**config.mk**
```make
export PLATFORM = sky130hd
export DESIGN_NAME = coin_collector
export DESIGN_NICKNAME = d
export VERILOG_FILES = /design/src/rtl/vend_pkg.sv /design/src/rtl/coin_collector_idle_timer.sv /design/src/rtl/coin_collector.sv
export SDC_FILE = /design/constraint.sdc
export NUM_CORES = 1
export LEC_CHECK = 0
export CELL_PAD_IN_SITES_DETAIL_PLACEMENT = 1
export CELL_PAD_IN_SITES_GLOBAL_PLACEMENT = 2
export CORE_MARGIN = 1
export CORE_UTILIZATION = 29
export DETAILED_ROUTE_END_ITERATION = 10
export GPL_TIMING_DRIVEN = 0
export HOLD_SLACK_MARGIN = 0.06
export PLACE_DENSITY = 0.85
export SLEW_MARGIN = 20
export SYNTH_ARGS = -nofsm -noshare
export SYNTH_HDL_FRONTEND = slang
export SYNTH_SLANG_ARGS = --single-unit
```
**constraint.sdc**
```tcl
create_clock -name clk -period 2 [get_ports clk]
set_input_delay 0.4 -clock clk [delete_from_list [all_inputs] [get_ports clk]]
set_output_delay 0.4 -clock clk [all_outputs]
set_load 0.05 [all_outputs]
```
**src/rtl/vend_pkg.sv**
```systemverilog
// Shared vending definitions: FSM states, coin values, drink codes and money
// width. The seller stage also uses these definitions.
package vend_pkg;

  localparam int MONEY_W = 6;
  localparam logic [MONEY_W-1:0] MONEY_MAX = 6'd63;

  localparam logic [MONEY_W-1:0] COIN_1  = 6'd1;
  localparam logic [MONEY_W-1:0] COIN_5  = 6'd5;
  localparam logic [MONEY_W-1:0] COIN_10 = 6'd10;
  localparam logic [MONEY_W-1:0] COIN_50 = 6'd50;

  typedef enum logic [2:0] {
    ST_IDLE,
    ST_COLLECT,
    ST_PENDING,
    ST_ISSUE,
    ST_WAIT_DONE
  } state_t;

  typedef enum logic [1:0] {
    DRINK_CANCEL = 2'd0,
    DRINK_D30    = 2'd1,
    DRINK_D20    = 2'd2,
    DRINK_D15    = 2'd3
  } drink_t;

  // Maps the 2-bit coin code from the acceptor to its value in units.
  function automatic logic [MONEY_W-1:0] coin_value(input logic [1:0] code);
    case (code)
      2'd0:    coin_value = COIN_1;
      2'd1:    coin_value = COIN_5;
      2'd2:    coin_value = COIN_10;
      default: coin_value = COIN_50;
    endcase
  endfunction

endpackage

```
**src/rtl/coin_collector_idle_timer.sv**
```systemverilog
// Saturating up counter that measures idle cycles. Clear takes priority
// over enable. Expire is high while the count sits at LIMIT-1.
module idle_timer #(
  parameter int LIMIT = 1000
) (
  input  logic clk,
  input  logic reset,
  input  logic clear,
  input  logic enable,
  output logic expire
);

  localparam int CNT_W = (LIMIT > 2) ? $clog2(LIMIT) : 1;
  localparam logic [CNT_W-1:0] LAST = CNT_W'(LIMIT - 1);

  logic [CNT_W-1:0] count;

  assign expire = (count == LAST);

  // Idle count: the count holds at LAST so it cannot wrap before the owner reacts.
  always_ff @(posedge clk or posedge reset) begin
    if (reset) begin
      count <= '0;
    end else if (clear) begin
      count <= '0;
    end else if (enable && !expire) begin
      count <= count + CNT_W'(1);
    end
  end

endmodule

```
**src/rtl/coin_collector.sv**
```systemverilog
// Vending front end. It accumulates coin credit, latches the drink selection,
// issues one purchase request to the seller, and waits for completion.
// An idle timeout turns abandoned credit into a refund request.
module coin_collector
  import vend_pkg::*;
#(
  parameter int TIMEOUT = 1000
) (
  input  logic               clk,
  input  logic               reset,
  input  logic               coin_valid_i,
  input  logic [1:0]         coin_type_i,
  input  logic               select_valid_i,
  input  logic [1:0]         select_type_i,
  input  logic               ready_i,
  input  logic               done_i,
  output logic               enable_o,
  output logic [MONEY_W-1:0] money_o,
  output logic [1:0]         drinktype_o,
  output logic [MONEY_W-1:0] credit_o,
  output logic               coin_reject_o,
  output logic               busy_o
);

  state_t             state, state_next;
  logic [MONEY_W-1:0] credit_next, money_next, coin_val;
  logic [MONEY_W:0]   credit_sum;
  logic [1:0]         sel_type, sel_next, dtype_next;
  logic               enable_next, reject_next, busy_next;
  logic               coin_fits, coin_accept;
  logic               timer_clear, timer_expire;

  // The 7-bit sum keeps the carry so an overflowing coin is caught instead of wrapping.
  assign coin_val    = coin_value(coin_type_i);
  assign credit_sum  = {1'b0, credit_o} + {1'b0, coin_val};
  assign coin_fits   = (credit_sum <= {1'b0, MONEY_MAX});
  assign coin_accept = coin_valid_i && coin_fits &&
                       ((state == ST_IDLE) || (state == ST_COLLECT));

  // The counter is held at zero outside COLLECT, so every entry to COLLECT starts from zero.
  assign timer_clear = (state != ST_COLLECT) || coin_accept;

  idle_timer #(
    .LIMIT (TIMEOUT)
  ) u_idle_timer (
    .clk    (clk),
    .reset  (reset),
    .clear  (timer_clear),
    .enable (state == ST_COLLECT),
    .expire (timer_expire)
  );

  // Next-state, credit and next registered output values.
  always_comb begin
    state_next  = state;
    credit_next = credit_o;
    sel_next    = sel_type;
    enable_next = 1'b0;
    money_next  = money_o;
    dtype_next  = drinktype_o;
    reject_next = coin_valid_i && !coin_accept;
    case (state)
      ST_IDLE: begin
        if (coin_accept) begin
          credit_next = credit_sum[MONEY_W-1:0];
          state_next  = ST_COLLECT;
        end
      end
      ST_COLLECT: begin
        if (coin_accept) begin
          credit_next = credit_sum[MONEY_W-1:0];
        end
        if (select_valid_i) begin
          sel_next   = select_type_i;
          state_next = ST_PENDING;
        end else if (timer_expire && !coin_accept) begin
          sel_next   = DRINK_CANCEL;
          state_next = ST_PENDING;
        end
      end
      ST_PENDING: begin
        if (ready_i) begin
          enable_next = 1'b1;
          money_next  = credit_o;
          dtype_next  = sel_type;
          state_next  = ST_ISSUE;
        end
      end
      ST_ISSUE: begin
        state_next = ST_WAIT_DONE;
      end
      ST_WAIT_DONE: begin
        if (done_i) begin
          credit_next = '0;
          money_next  = '0;
          dtype_next  = DRINK_CANCEL;
          state_next  = ST_IDLE;
        end
      end
      default: begin
        state_next = ST_IDLE;
      end
    endcase
    busy_next = (state_next == ST_PENDING) || (state_next == ST_ISSUE) ||
                (state_next == ST_WAIT_DONE);
  end

  // State register and registered outputs. Reset drops any transaction in progress.
  always_ff @(posedge clk or posedge reset) begin
    if (reset) begin
      state         <= ST_IDLE;
      credit_o      <= '0;
      enable_o      <= 1'b0;
      money_o       <= '0;
      drinktype_o   <= DRINK_CANCEL;
      coin_reject_o <= 1'b0;
      busy_o        <= 1'b0;
    end else begin
      state         <= state_next;
      credit_o      <= credit_next;
      enable_o      <= enable_next;
      money_o       <= money_next;
      drinktype_o   <= dtype_next;
      coin_reject_o <= reject_next;
      busy_o        <= busy_next;
    end
  end

  // Latched drink type. It is only read after it has been written in COLLECT.
  always_ff @(posedge clk) begin
    sel_type <= sel_next;
  end

endmodule

```
==> flow_summary.yaml <==
run_status:
  status: "finished with violations"
  violations: "negative setup slack"
sta:
  rsz0062_at_grt: "yes"
  hold_violations: 0
  setup_slack_ps: -110
  period_needed_ps: 2110
  fmax_mhz: 474
  final-max-slew-violation-count: 0
  tns_ps: -1110
  worstMarginPinSlew_ps: 635
  fin_worst_skew_ps: 3.08
  slew_headroom_pct: 57.6
  period_share_pct: 105
  setup_viol: 13
place:
  dp_hpwl_um: 2830
  dp_slack_ps: -852
  portBuffers: 26
  gp_congestion: 0.745
clocking:
  htreeDepth: 2
  clkTransAtPathRegs_ps: 70
  insertion_delay_ps: 290
  cts_tree: "yes"
  holdBufCountCts: 0
  cts_buffer_depth: 2
  cts_root_buf: "clkbuf_8"
  cts.sink_count: 32
  cts_inserted_buffers: 5
synth:
  async_flop_share_pct: 93.8
  synth_area_per_cell_um2: 9.43
  synth.distinct_cells: 37
  synth-seq-area-share_pct: 49.4
  ys.flop_type: "dfrtp_1"
  netlist_area_um2: 1640
  synth_edf_count: 2
  syn_inst: 174
  ys_ff_latch: 32
  yosysWarningCount: 0
  syn_nets: 191
grt:
  grt_first_pass_wirelength_um: 6910
  antenna_found_initial: 0
  grt_pass1_vias: 1441
  overflow: 0
  grt_usage_pct: 15.0
  grt_max_degree: 31
setup_path:
  cp-endpoint: "u_idle_timer.count[2]$_DFFE_PP0P_"
  crit_path_start_kind: "flop"
  criticalPathCategory: "flop to flop"
  r2r-start: "credit_o[0]$_DFFE_PP0P_"
  rr_worst_depth: 9
  path_cells: "ha_4, fa_2, a211oi_4, buf_4, nor2_2, o21ai_1, a31o_2, buf_8, a211oi_1"
  worstPathArrival_ps: 2280
  critical_path.max_fanout: 10
  reg2reg_to: "u_idle_timer.count[2]$_DFFE_PP0P_"
  crit_slowest_cell: "dfrtp_2"
  crit_buf_inv: 2
  cpLargestDelayFamily: "compound AO/OA/AOI/OAI gates"
  r2r_slack_ps: -110
  critPathMaxStageDelay_ps: 430
  setup.worst_path.end_class: "flop"
  cp.required_ps: 2170
  startpoint: "credit_o[0]$_DFFE_PP0P_"
  path_depth: 9
route:
  first_pass_iters: 4
  routed_wl_um: 4090
  drcViolationCount: 0
  drtIter0Drc: 27
  antenna_left: 0
  viasPerCell: 4.79
  drt-wirelength-per-cell_um: 14.1
  num_vias: 1390
finish:
  nets: 234
  final_common_cell: "nand2_1"
  drive_above_1_share_pct: 25.2
  final_cell_mix: "32 x nand2_1, 24 x dfrtp_1, 22 x clkdlybuf4s50_1"
  antenna-diode-count: 0
  area_delta_synth_final_pct: 40.4
floorplan:
  dieArea_um2: 5960
  die_h_um: 77.2
  num_rows: 27
  initial_core_util_pct: 30.0
  fp.dieW_um: 77.2
  core_um2: 5470
  io_pins: 27
job:
  drv_cap: 0
worst_hold_path:
  hold_path.class: "flop to flop"
power:
  power_leakage_nw: 0.961
  irDropWorstVdd_mv: 0.754
  p_per_area_nw_per_um2: 1580
==> registers in the layout, indices dropped and copies added, names as in the netlist <==
signal              flops
coin_reject_o           1
state                   3
drinktype_o             2
sel_type                2
money_o                 6
u_idle_timer.count     10
enable_o                1
credit_o                6
busy_o                  1
==> cell type report <==
class | count | area [um2]
inverter | 5 | 18.8
buffer | 5 | 31.3
multi-input combinational | 132 | 903
timing repair buffer | 36 | 330
fill | 648 | 3170
sequential | 32 | 818
clock inverter | 3 | 42.5
tap | 72 | 90.1
clock buffer | 5 | 68.8
==> report_power, final <==
part	internal [mW]	total, mW	switching [mW]
registers	0.871	1.07	0.199
clock network	0.368	0.614	0.246
logic	0.795	1.95	1.15
total	2.03	3.63	1.60
==> synthesized netlist by cell type (all sizes together), types with 2 or more instances <==
master  instances  area, um2
nand3           4       20.0
a211oi          4       30.0
and2            5       32.5
dfrtp          30        751
inv             5       18.8
nor2           18       67.6
o21ai          17       85.1
a21o            3       22.5
nand4           2       12.5
edfxtp          2       60.1
or4b            2       23.8
ha              6       75.1
clkbuf          5       18.8
or3             2       13.8
o21bai          2       15.0
xnor2           6       52.6
nand2          33        124
a21oi           6       30.0
mux2i           2       20.0
xor2            5       43.8
o22ai           2       12.5
==> worst min-delay path by stage <==
stage                     depth (start not counted)  slack (ps)                 startpoint                    endpoint
final                                             2         460  sel_type[1]$_SDFFCE_PN0P_  drinktype_o[1]$_DFFE_PP0P_
after global routing                              2         490  sel_type[1]$_SDFFCE_PN0P_  drinktype_o[1]$_DFFE_PP0P_
after CTS                                         2         460  sel_type[1]$_SDFFCE_PN0P_  drinktype_o[1]$_DFFE_PP0P_
after detailed placement                          2         450  sel_type[1]$_SDFFCE_PN0P_  drinktype_o[1]$_DFFE_PP0P_
after global placement                            2         440  sel_type[0]$_SDFFCE_PN0P_  drinktype_o[0]$_DFFE_PP0P_
after floorplan                                   2         430  sel_type[0]$_SDFFCE_PN0P_  drinktype_o[0]$_DFFE_PP0P_
==> kinds of logic after synthesis <==
kind of cell,share of synthesized area (%)
buffers and inverters,2.29
AOI/OAI and AO/OA,14.5
DFF,49.4
adders and majority gates,6.41
muxes,1.22
and+or+nand+nor,20.3
xor gates and xnor gates,5.87
==> worst register-to-register path, cell delays in order (launching register included) <==
cell and delay [ps]:
dfrtp_2 430, ha_4 170, fa_2 380, a211oi_4 280, buf_4 160, nor2_2 40
o21ai_1 150, a31o_2 200, buf_8 130, a211oi_1 50
==> per-stage QoR <==
stage                     util [%]  instance area, um2  power, mW  std cells  hold WS [ps]
after global routing          42.1                2300       3.87        290           495
final                         42.1                2300       3.63        290           458
after CTS                     41.1                2250       3.59        287           464
after global placement        37.1                2030       2.74        272           442
after detailed placement      37.1                2030       2.78        272           446
after floorplan                  -                1680       2.24        174           426
==> layer usage <==
metal,part of all wire [%],GRT usage (%),vias up
met1,46,19.4,680
met5,0,0,-
li1,-,-,679
met4,1.2,5.85,0
met2,50,23.6,25
met3,3.0,4.05,6
==> what timing repair did <==
action,CTS,global route
buffers inserted,7,3
gates resized for setup,25,10
pin swaps,6,4
setup endpoints to repair,25,22
No activity file was read; power rests on OpenSTA's default activity.
